--- src/rtl/arith_ssd_display.sv ---
// arith_ssd_display
// Registers two unsigned WIDTH-bit operands, adds or subtracts them, converts
// the WIDTH+1-bit result to BCD with a free-running sequential double-dabble
// FSM, and scans the value onto a DIGITS-wide common-anode display
// (active-low anodes and segments) with leading-zero blanking.
//
// Optional feature macro: ARITH_SSD_NEG_EN
//   defined   : A-B with A<B shows magnitude B-A with a minus on the leftmost digit
//   undefined : A-B wraps modulo 2^(WIDTH+1), leftmost digit always blank
//
// state  | meaning
// S_IDLE | one-cycle gap between conversions, busy low
// S_LOAD | capture operands, compute result and sign, clear BCD scratch
// S_SHIFT| WIDTH+1 double-dabble iterations (adjust nibbles, shift left)
// S_DONE | publish BCD result and sign to the display register
module arith_ssd_display #(
  parameter int WIDTH         = 8,
  parameter int DIGITS        = 4,
  parameter int PRESCALE_BITS = 17
) (
  input  logic              clk,
  input  logic              rst_n,
  input  logic [WIDTH-1:0]  A,
  input  logic [WIDTH-1:0]  B,
  input  logic              sub,
  output logic              busy,
  output logic              valid,
  output logic [DIGITS-1:0] Anode,
  output logic [6:0]        LED_OUT
);

  localparam int RW = WIDTH + 1;
  localparam int BW = 4 * (DIGITS - 1);
  localparam int CW = ($clog2(WIDTH + 1) > 0) ? $clog2(WIDTH + 1) : 1;
  localparam int IW = (DIGITS > 1) ? $clog2(DIGITS) : 1;

  localparam logic [6:0] SEG_BLANK = 7'b1111111;
  localparam logic [6:0] SEG_MINUS = 7'b1111110;

  function automatic longint pow10(input int n);
    longint p;
    p = 1;
    for (int i = 0; i < n; i++) p = p * 10;
    return p;
  endfunction

  localparam longint DEC_CAP = pow10(DIGITS - 1);
  localparam longint BIN_MAX = (longint'(1) << RW) - 1;

  // The value digits (all but the sign position) must hold the largest result.
  generate
    if (DEC_CAP <= BIN_MAX) begin : g_cfg_check
      $error("arith_ssd_display: DIGITS too small for WIDTH+1-bit result plus sign digit");
    end
  endgenerate

  // Hex to active-low {a,b,c,d,e,f,g}.
  function automatic logic [6:0] hex_seg(input logic [3:0] n);
    logic [6:0] s;
    case (n)
      4'h0: s = 7'b0000001;
      4'h1: s = 7'b1001111;
      4'h2: s = 7'b0010010;
      4'h3: s = 7'b0000110;
      4'h4: s = 7'b1001100;
      4'h5: s = 7'b0100100;
      4'h6: s = 7'b0100000;
      4'h7: s = 7'b0001111;
      4'h8: s = 7'b0000000;
      4'h9: s = 7'b0000100;
      4'ha: s = 7'b0001000;
      4'hb: s = 7'b1100000;
      4'hc: s = 7'b0110001;
      4'hd: s = 7'b1000010;
      4'he: s = 7'b0110000;
      default: s = 7'b0111000;
    endcase
    return s;
  endfunction

  typedef enum logic [1:0] {
    S_IDLE  = 2'd0,
    S_LOAD  = 2'd1,
    S_SHIFT = 2'd2,
    S_DONE  = 2'd3
  } state_t;

  state_t state;

  logic [RW-1:0] bin;
  logic [BW-1:0] bcd;
  logic [BW-1:0] bcd_adj;
  logic [CW-1:0] bit_cnt;
  logic          neg;
  logic [BW-1:0] disp_bcd;
  logic          disp_neg;

  logic [RW-1:0] load_val;
  logic          load_neg;

  logic [PRESCALE_BITS-1:0] presc;
  logic [IW-1:0]            idx;
  logic [6:0]               digit_seg [DIGITS];
  logic [3:0]               nib;
  logic                     nonzero_above;

  // Operand arithmetic feeding the LOAD capture.
  always_comb begin
    load_neg = 1'b0;
    if (sub) load_val = {1'b0, A} - {1'b0, B};
    else     load_val = {1'b0, A} + {1'b0, B};
`ifdef ARITH_SSD_NEG_EN
    if (sub && (A < B)) begin
      load_val = {1'b0, B} - {1'b0, A};
      load_neg = 1'b1;
    end
`endif
  end

  // Double-dabble correction: every nibble of 5 or more gets +3 before the shift.
  always_comb begin
    bcd_adj = bcd;
    for (int i = 0; i < DIGITS - 1; i++) begin
      if (bcd[4*i +: 4] >= 4'd5) bcd_adj[4*i +: 4] = bcd[4*i +: 4] + 4'd3;
    end
  end

  // Conversion FSM with registered busy/valid and the display register.
  always_ff @(posedge clk or negedge rst_n) begin
    if (!rst_n) begin
      state    <= S_IDLE;
      busy     <= 1'b0;
      valid    <= 1'b0;
      bin      <= '0;
      bcd      <= '0;
      bit_cnt  <= '0;
      neg      <= 1'b0;
      disp_bcd <= '0;
      disp_neg <= 1'b0;
    end else begin
      case (state)
        S_IDLE: begin
          busy  <= 1'b1;
          state <= S_LOAD;
        end
        S_LOAD: begin
          bin     <= load_val;
          neg     <= load_neg;
          bcd     <= '0;
          bit_cnt <= CW'(WIDTH);
          state   <= S_SHIFT;
        end
        S_SHIFT: begin
          {bcd, bin} <= {bcd_adj, bin} << 1;
          if (bit_cnt == '0) state <= S_DONE;
          else               bit_cnt <= bit_cnt - 1'b1;
        end
        S_DONE: begin
          disp_bcd <= bcd;
          disp_neg <= neg;
          valid    <= 1'b1;
          busy     <= 1'b0;
          state    <= S_IDLE;
        end
        default: state <= S_IDLE;
      endcase
    end
  end

  // Per-digit segment patterns with leading-zero blanking; digit 0 is never blanked.
  always_comb begin
    for (int i = 0; i < DIGITS; i++) digit_seg[i] = SEG_BLANK;
    nonzero_above = 1'b0;
    nib           = 4'd0;
    for (int i = DIGITS - 2; i >= 0; i--) begin
      nib           = disp_bcd[4*i +: 4];
      nonzero_above = nonzero_above | (nib != 4'd0);
      if (nonzero_above || (i == 0)) digit_seg[i] = hex_seg(nib);
    end
    digit_seg[DIGITS-1] = disp_neg ? SEG_MINUS : SEG_BLANK;
  end

  // Refresh prescaler; the digit index steps on each wrap.
  always_ff @(posedge clk or negedge rst_n) begin
    if (!rst_n) begin
      presc <= '0;
      idx   <= '0;
    end else begin
      presc <= presc + 1'b1;
      if (presc == '1) begin
        if (idx == IW'(DIGITS - 1)) idx <= '0;
        else                        idx <= idx + 1'b1;
      end
    end
  end

  // Registered display drive, so no combinational path from the operands.
  always_ff @(posedge clk or negedge rst_n) begin
    if (!rst_n) begin
      Anode   <= '1;
      LED_OUT <= SEG_BLANK;
    end else begin
      Anode   <= ~(DIGITS'(1) << idx);
      LED_OUT <= digit_seg[idx];
    end
  end

endmodule

--- config.mk ---
export PLATFORM = sky130hd
export DESIGN_NAME = arith_ssd_display
export DESIGN_NICKNAME = d
export VERILOG_FILES = /design/src/rtl/arith_ssd_display.sv
export SDC_FILE = /design/constraint.sdc
export NUM_CORES = 1
export LEC_CHECK = 0
export BUFFER_PORTS_ARGS = -buffer_cell sky130_fd_sc_hd__buf_2
export CAP_MARGIN = 20
export CORE_UTILIZATION = 47
export CTS_BUF_LIST = sky130_fd_sc_hd__clkbuf_4
export DETAILED_ROUTE_END_ITERATION = 12
export HOLD_SLACK_MARGIN = 0.12
export PLACE_DENSITY = 0.77
export SLEW_MARGIN = 20
export SYNTH_ARGS = -nofsm -noshare
export SYNTH_HDL_FRONTEND = slang
export SYNTH_SLANG_ARGS = --single-unit
--- constraint.sdc ---
create_clock -name clk -period 1.6 [get_ports clk]
set_input_delay 0.32 -clock clk [delete_from_list [all_inputs] [get_ports clk]]
set_output_delay 0.32 -clock clk [all_outputs]
set_load 0.02 [all_outputs]
# After elaboration in Yosys (flattened, before gate mapping)
# Memories as Yosys holds them, arrays and structs flattened.
# Cells that the tools add are included.
# word_totals
rom_bits	336
in_bits	19
out_inout_bits	13
register_bits	71
memories	3
# classes
order_cmp	4
reduce_logical	7
eq_ne	7
mux	17
addsub	8
n_shift	1
n_bitwise	3
# memory_table
memory	words	word_bits	read_ports	rd_ports_with_merged_regs	wr	line_no	text
(no name shown)	16	7	1	0	0	60	case (n)
(no name shown)	16	7	1	0	0	60	
(no name shown)	16	7	1	0	0	60	
# ops
cell	n
7-bit two-way mux	4
12-bit one-hot mux with 2 select lines	1
9-bit one-hot mux with 2 select lines	1
17-bit by 1-bit adder with 17-bit output (second input constant)	1
17-bit == test (second input constant)	1
7-bit binary-select mux with 2-bit select	1
4-bit by 3-bit greater-or-equal comparator with 1-bit output (second input constant)	3
4-bit two-way mux	3
8-bit by 8-bit adder with 9-bit output	1
9-bit two-way mux	1
8-bit by 8-bit subtractor with 9-bit output	1
4-bit by 2-bit adder with 4-bit output (second input constant)	2
2-bit one-hot mux with 4 select lines	1
4-bit one-hot mux with 2 select lines	1
4-bit nonzero test	2
2-bit == test (second input constant)	3
4-bit zero test	1
2-bit two-way mux	2
2-bit != test (second input constant)	2
4-bit inverter	1
2-bit nonzero test	2
1-bit by 2-bit << shifter with 4-bit output (first input constant)	1
4-bit by 1-bit subtractor with 4-bit output (second input constant)	1
3-bit by 2-bit adder with 3-bit output (second input constant)	1
other kinds (9)	9

# Longest topological paths before layout
# Gate-level depths: netlist of the first run.
# logic_depth
depth_word	6
mapped_depth	10

# Worst setup path before layout of the first run
# No wires, ideal clock.
# synth_timing
path_kind	in2reg
startpoint	in sub
endpoint	reg bin[7]
setup_time_ns	0.126
path_slack_ns	-0.708
n_path_buf	1
stages	8
t_arrival_ns	2.182
path_cell_list	clkbuf_1 -> mux2i_1 -> ha_1 -> nor2b_1 -> o31a_2 -> a221oi_2 -> mux2i_1 -> a311o_1
# synth_between
elab_chain_cells	2
# synth_lines
item	line_no	text
start: declaration	25	input logic sub,
9-bit two-way mux	110	if (sub) load_val = {1'b0, A} - {1'b0, B};
9-bit one-hot mux with 2 select lines	141	case (state)
end signal: assignment	147	bin <= load_val;
end signal: assignment	154	{bcd, bin} <= {bcd_adj, bin} << 1;
end: declaration	90	logic [RW-1:0] bin;
# Every way passes these cells.
# A chain may end at the register's enable or synchronous reset.

# Worst setup path in the final report of the first run
# layout_timing
startpoint	in B[1]
endpoint	reg bin[7]
# layout_between
elab_chain_cells	3
word_cells_on_any_way	4
# layout_lines
item	line_no	text
start: declaration	24	input logic [WIDTH-1:0] B,
8-bit by 8-bit adder with 9-bit output or 8-bit by 8-bit subtractor with 9-bit output (tied branches)	111, 110	
9-bit two-way mux *	110	
9-bit one-hot mux with 2 select lines *	141	
# Mark *: on every way between the ends. The rest lies on a longest branch, timed or not.

==> flow_summary.yaml, run 1 <==
cts:
  tritoncts: "done"
  htreeDepth: 3
  numCtsBuffers: 9
  clk_latency_ns: 0.43
  path_clk_slew_ns: 0.13
  cts_root_buf: "clkbuf_4"
  clkSinkCount: 71
  clk_path_buf_depth: 2
routing:
  postRouteAntennaNets: 0
  firstDrtPassIters: 4
  drc: 0
  vias_per_cell: 5.48
  drt_wl_total_microns: 9940
  drt_iter0_drc: 159
  routedWlPerCell_microns: 14.6
  vias: 3740
setup_path:
  required_ns: 1.93
  timing.reg2reg.setup_slack_ns: -0.04
  worst-setup-path-type: "in2reg"
  cp-start-kind: "input port"
  reg2reg_depth: 6
  arrival_ns: 2.21
  rr_startpoint: "state[1]$_DFFE_PN0P_"
  crit_path_end_kind: "flop"
  r2r_end: "bcd[11]$_DFFE_PN0P_"
  crit_fanout: 4
power_and_ir_drop:
  p_sw_share_pct: 37.6
  leakage_nw: 2.70
  vdd_ir_drop_max_uv: 467
  p_seq_share_pct: 36.3
  switching_power_mw: 2.46
  comb_power_share_pct: 46.0
  p_per_area_mw_per_mm2: 1110
  clockPowerShare_pct: 17.7
  intPower_mw: 4.09
floorplan:
  io_pins: 32
  dieWidth_microns: 99.2
  fp-row-count: 35
  initial_utilization_pct: 48.3
  core_sq_mm: 0.00920
  die_y_microns: 99.2
  die_area_sq_mm: 0.00984
run_status:
  status: "finished with violations"
  violations: "negative setup slack"
hold_path:
  hp-start: "A[7]"
  hold_class: "in2reg"
  worst_hold_path.num_cells: 5
  min_to: "bin[8]$_DFFE_PN0P_"
layout:
  post-route-util_pct: 64.0
  fin_nets: 632
  drive_above_1_share_pct: 38.8
  area_growth_pct: 32.6
  n_antenna_cell: 0
synthesis:
  synth_cells: 464
  synth_edf_count: 0
  synth-main-ff-cell: "dfrtp_1"
  synth_area_per_cell_sq_um: 9.57
  async_flop_share_pct: 100
  synth-seq-cells: 71
  ys_seq_area_share_pct: 40.3
  synth_cell_types: 52
  synth_nets: 529
  ys_warn_count: 0
  syn_area_sq_mm: 0.00444
global_routing:
  grt_pass1_vias: 3803
  grt_pass1_wl_microns: 16500
  grt_max_degree: 72
  antenna_found_initial: 0
  grt_use_total_pct: 20.9
  grt_overflow: 0
sta:
  relSlewSlack_pct: 74.4
  rsz0062_at_grt: "yes"
  fin_crit_sh_pct: 117
  fin_tns_setup_ns: -0.954
  hold_violations: 0
  tightest_slew_ns: 0.385
  setup_viol: 10
  max_clock_freq_ghz: 0.533
  slew_violations: 0
  finalClockSkew_ns: 0.0165
  worst_slack_ns: -0.276
  post-route-min-period_ns: 1.88
placed_design:
  dp_hpwl_microns: 6810
  gp_congestion: 0.840
  io_buffers: 31
  place_ws_ns: -0.883
run:
  drv_cap: 0
==> cell families after synthesis <==
family / count (synthesis) / share of synthesized area, %
and+or+nand+nor: 124 / 13.5
AOI/OAI and AO/OA: 109 / 15.5
DFF: 71 / 40.3
buffers and inverters: 60 / 5.32
adders and majority gates: 46 / 13.1
xor gates and xnor gates: 29 / 5.72
muxes: 25 / 6.51
==> cell usage in the layout (no fill, tap or decap), types with 4 or more instances in the layout <==
| cell type | count |
|---|---|
| buf_4 | 68 |
| dfrtp_1 | 58 |
| ha_1 | 33 |
| inv_1 | 30 |
| nand2_1 | 27 |
| o21ai_0 | 27 |
| buf_2 | 27 |
| nor2_1 | 26 |
| xnor2_1 | 21 |
| a21oi_1 | 16 |
| nand3_1 | 14 |
| buf_6 | 12 |
| dfstp_2 | 11 |
| mux2i_1 | 11 |
| mux2_2 | 11 |
| clkbuf_4 | 9 |
| o22ai_1 | 8 |
| inv_2 | 7 |
| nand2b_1 | 7 |
| nor3_1 | 7 |
| ha_2 | 7 |
| o21ai_1 | 6 |
| a31oi_1 | 6 |
| a21oi_2 | 6 |
| xor2_1 | 6 |
| nor2b_1 | 5 |
| and3_1 | 5 |
| ha_4 | 5 |
| nand3b_1 | 4 |
| o21a_1 | 4 |
| nand2_2 | 4 |
==> sequential cells by signal, indices dropped and copies added (netlist names) <==
signal	flops
presc	17
bcd	12
disp_bcd	12
bin	9
LED_OUT	7
Anode	4
bit_cnt	4
idx	2
state	2
busy	1
valid	1
==> worst max-delay path by stage <==
stage	from	endpoint	slack, ns
floorplan	B[1]	bin[7]$_DFFE_PN0P_	-0.60
global placement	B[1]	bin[7]$_DFFE_PN0P_	-0.83
detailed placement	B[1]	bin[7]$_DFFE_PN0P_	-0.88
CTS	B[0]	bin[7]$_DFFE_PN0P_	-0.22
global route	B[1]	bin[7]$_DFFE_PN0P_	-0.35
finish	B[1]	bin[7]$_DFFE_PN0P_	-0.28
==> what timing repair did <==
action                                  in CTS  in global routing
cloned                                       0                  1
hold endpoints to repair                    60                  0
endpoints found under the setup margin      18                 35
hold buffers                                 1                  0
buffers inserted                             8                  6
resized for setup                           41                 56
pin swaps                                   31                 31
==> critical path: stages <==
cell and delay (ns):
buf_12 0.09, inv_12 0.03, ha_4 0.16, a21oi_2 0.15
xnor2_1 0.15, ha_1 0.28, a21o_2 0.19, a21o_1 0.17
a221oi_2 0.28, mux2i_1 0.11, a311o_1 0.27
==> metal layers <==
layer  track usage [%]  wire length [microns]
met1              24.2                   4150
met2              37.9                   5290
met3              3.37                    269
met4              9.50                    231
met5                 0                      0
==> power groups by stage <==
stage,Clock [mW],Combinational [mW],Sequential (mW)
after global placement,0,2.46,2.36
after global routing,1.26,3.30,2.43
after CTS,1.19,2.74,2.35
after detailed placement,0,2.56,2.38
final,1.16,3.01,2.38
after floorplan,0,1.62,2.44
==> synthesized netlist by cell type (2+ instances only) <==
cell | number | share of area (%)
dfrtp_1 | 60 | 34
ha_1 | 45 | 13
inv_1 | 39 | 3.3
o21ai_0 | 35 | 3.9
nand2_1 | 32 | 2.7
nor2_1 | 29 | 2.5
a21oi_1 | 24 | 2.7
xnor2_1 | 22 | 4.3
clkbuf_1 | 17 | 1.4
nand3_1 | 17 | 1.9
mux2i_1 | 12 | 2.7
dfstp_2 | 11 | 6.5
mux2_2 | 11 | 2.8
nor3_1 | 10 | 1.1
o22ai_1 | 9 | 1.3
and3_1 | 7 | 0.99
nand2b_1 | 7 | 0.99
nor2b_1 | 7 | 0.99
xor2_1 | 7 | 1.4
a31oi_1 | 6 | 0.85
a211oi_1 | 4 | 0.68
nand3b_1 | 4 | 0.68
o21a_1 | 4 | 0.68
a21o_1 | 3 | 0.51
buf_2 | 3 | 0.34
nand4_1 | 3 | 0.42
o211ai_1 | 3 | 0.51
a32o_1 | 2 | 0.45
mux4_2 | 2 | 1.0
o2111ai_1 | 2 | 0.39
o221ai_1 | 2 | 0.39
o22a_1 | 2 | 0.39
o31ai_1 | 2 | 0.34
o32ai_1 | 2 | 0.39
or2_2 | 2 | 0.28
==> metrics by stage <==
stage	power [mW]	instance area [sq um]	hold slack (ns)	instances
floorplan	4.06	4540	0.0244	464
global placement	4.83	5250	0.374	651
detailed placement	4.95	5250	0.377	651
CTS	6.28	5610	0.316	676
global route	6.99	5890	0.359	683
finish	6.56	5890	0.350	683
==> cell type report <==
type                            instances  area, sq um
Clock inverter                          7         72.6
Clock buffer                            9         67.6
Multi-Input combinational cell        333         2770
Tap cell                              111          139
Timing Repair Buffer                  113          891
Fill cell                             698         3310
Inverter                               39          161
Sequential cell                        71         1790
(Power assumes the default switching activity.)
==> inputs of run 2 (changes only) <==
--- a/config.mk
+++ b/config.mk
@@ -11,7 +11,7 @@
 export CTS_BUF_LIST = sky130_fd_sc_hd__clkbuf_4
 export DETAILED_ROUTE_END_ITERATION = 12
 export HOLD_SLACK_MARGIN = 0.12
-export PLACE_DENSITY = 0.77
+export PLACE_DENSITY = 0.67
 export SLEW_MARGIN = 20
 export SYNTH_ARGS = -nofsm -noshare
 export SYNTH_HDL_FRONTEND = slang
==> run 2 against run 1 <==
Maximum frequency grew 1.7%. Die area is the same. First-iteration DRC count increased by 14%. Highest routed layer unchanged. The run still ends with negative setup slack left. Core utilization grew 0.76 points. Critical path type unchanged. Sequential share of layout area is 0.32 points lower.
==> flow_summary.yaml, run 2 (synthesis results as in run 1) <==
routing:
  postRouteAntennaNets: 0
  vias: 3706
  routedWlPerCell_microns: 14.0
  drt_wl_total_microns: 9580
  wl_met2_microns: 5110
  vias_per_cell: 5.42
  met3_length_microns: 278
  drt-met1-wl_microns: 4040
  drc: 0
  routed.top_layer: "met4"
  firstDrtPassIters: 4
  drt_iter0_drc: 182
setup_path:
  crit_fanout: 3
  crit_end: "bin[5]$_DFFE_PN0P_"
  rr_startpoint: "disp_bcd[9]$_DFFE_PN0N_"
  required_ns: 1.95
  crit_path_end_kind: "flop"
  reg2reg_depth: 7
  timing.reg2reg.setup_slack_ns: 0.01
  arrival_ns: 2.19
  critPathLaunch: "B[0]"
  r2r_end: "LED_OUT[3]$_DFF_PN1_"
  cp-start-kind: "input port"
  worst-setup-path-type: "in2reg"
sta:
  worst_slack_ns: -0.244
  fin_crit_sh_pct: 115
  hold_violations: 0
  rsz0062_at_grt: "yes"
  fin_tns_setup_ns: -0.929
  slew_violations: 0
  post-route-min-period_ns: 1.84
  setup_viol: 6
  relSlewSlack_pct: 69.2
  max_clock_freq_ghz: 0.542
  tightest_slew_ns: 0.461
  finalClockSkew_ns: 0.0159
run_status:
  status: "finished with violations"
  violations: "negative setup slack"
layout:
  drive_above_1_share_pct: 40.3
  largestRegisters: "presc: 17 flops, bcd: 12 flops, disp_bcd: 12 flops"
  post-route-util_pct: 64.8
  layout_common_cells: "buf_4, dfrtp_1, ha_1"
  fin_cells: 684
  seq_area_sq_mm: 0.00180
  multiInputGateArea_sq_mm: 0.00283
  area_growth_pct: 34.2
  largest_reg_flops: 17
  fillCellCount: 699
  fin_nets: 633
  n_antenna_cell: 0
  mostFrequentLayoutCell: "buf_4"
  largest-register: "presc"
floorplan:
  die_area_sq_mm: 0.00984
  core_sq_mm: 0.00920
  dieWidth_microns: 99.2
  die_y_microns: 99.2
  io_pins: 32
  fp-row-count: 35
  initial_utilization_pct: 48.3
power_and_ir_drop:
  leakage_nw: 2.70
  vdd_ir_drop_max_uv: 509
  p_per_area_mw_per_mm2: 1140
placed_design:
  dp_cells: 651
  gp_congestion: 0.831
  place_ws_ns: -0.859
  io_buffers: 31
  dp_hpwl_microns: 6460
cts:
  numCtsBuffers: 9
  cts_root_buf: "clkbuf_4"
  tritoncts: "done"
  clkSinkCount: 71
  htreeDepth: 3
  clk_path_buf_depth: 2
  clk_latency_ns: 0.42
  path_clk_slew_ns: 0.11
global_routing:
  grt_max_degree: 72
  grt_pass1_vias: 3595
  grt_pass1_wl_microns: 15600
  grt_overflow: 0
  antenna_found_initial: 0
  grt_use_total_pct: 19.6
hold_path:
  hold_class: "in2reg"
  hp-start: "A[7]"
run:
  drv_cap: 0
run 2: cell types whose count changed in the layout (fill, tap and decap cells not counted), moves of 2 or more:
| cell | delta |
|---|---|
| dfrtp_1 | -2 |
| dfrtp_2 | +2 |
| ha_4 | +3 |
| buf_4 | +4 |
| ha_2 | -3 |
| buf_6 | -2 |
| inv_2 | -2 |
| nor2_1 | -2 |
run 2: metal layers:
| metal | track usage (%) | vias to the layer above |
|---|---|---|
| li1 | - | 1825 |
| met1 | 23.2 | 1797 |
| met2 | 35.3 | 72 |
| met3 | 3.23 | 12 |
| met4 | 8.26 | 0 |
| met5 | 0 | - |
run 2: report_power, final:
group	internal, mW	switching (mW)	leakage [nW]
Combinational	1.54	1.57	1.71
Clock	0.648	0.652	0.0864
Sequential	2.11	0.250	0.898
run 2: final cells by class:
cell class / count / share of cell area [%]
multi-input cells: 333 / 47.5
flip-flops and latches: 71 / 30.1
repair buffers: 114 / 14.6
inverters: 39 / 2.75
well taps: 111 / 2.33
clock inverters: 6 / 1.45
clock buffers: 10 / 1.26
run 2: repair_timing:
action,in CTS,in global routing
endpoints found under the setup margin,15,30
pin swaps,25,26
endpoints found under the hold margin,60,0
hold buffers,1,0
gates resized for setup,28,80
setup buffers,3,13
run 2: metrics by stage:
stage	hold slack, ns	power (mW)	area, sq um
after floorplan	0.0244	4.06	4540
after global placement	0.375	4.83	5250
after detailed placement	0.377	4.92	5250
after CTS	0.336	6.37	5540
after global routing	0.388	7.22	5960
final	0.360	6.78	5960
run 2: worst min-delay path by stage:
stage / cells after the start / endpoint
finish: 5 / bin[8]$_DFFE_PN0P_
global route: 5 / bin[8]$_DFFE_PN0P_
CTS: 5 / bin[8]$_DFFE_PN0P_
detailed placement: 2 / disp_bcd[4]$_DFFE_PN0N_
global placement: 2 / disp_bcd[5]$_DFFE_PN0N_
floorplan: 0 / bcd[0]$_DFFE_PN0P_
run 2: worst max-delay path, stage by stage:
cell and delay (ns):
buf_6 0.10, buf_4 0.14, nor3_2 0.17, nor2_1 0.07, xnor2_1 0.13, ha_1 0.32, o21a_1 0.13, o31a_4 0.12
buf_4 0.14, o21a_1 0.17, or3_1 0.30, nand3_1 0.07
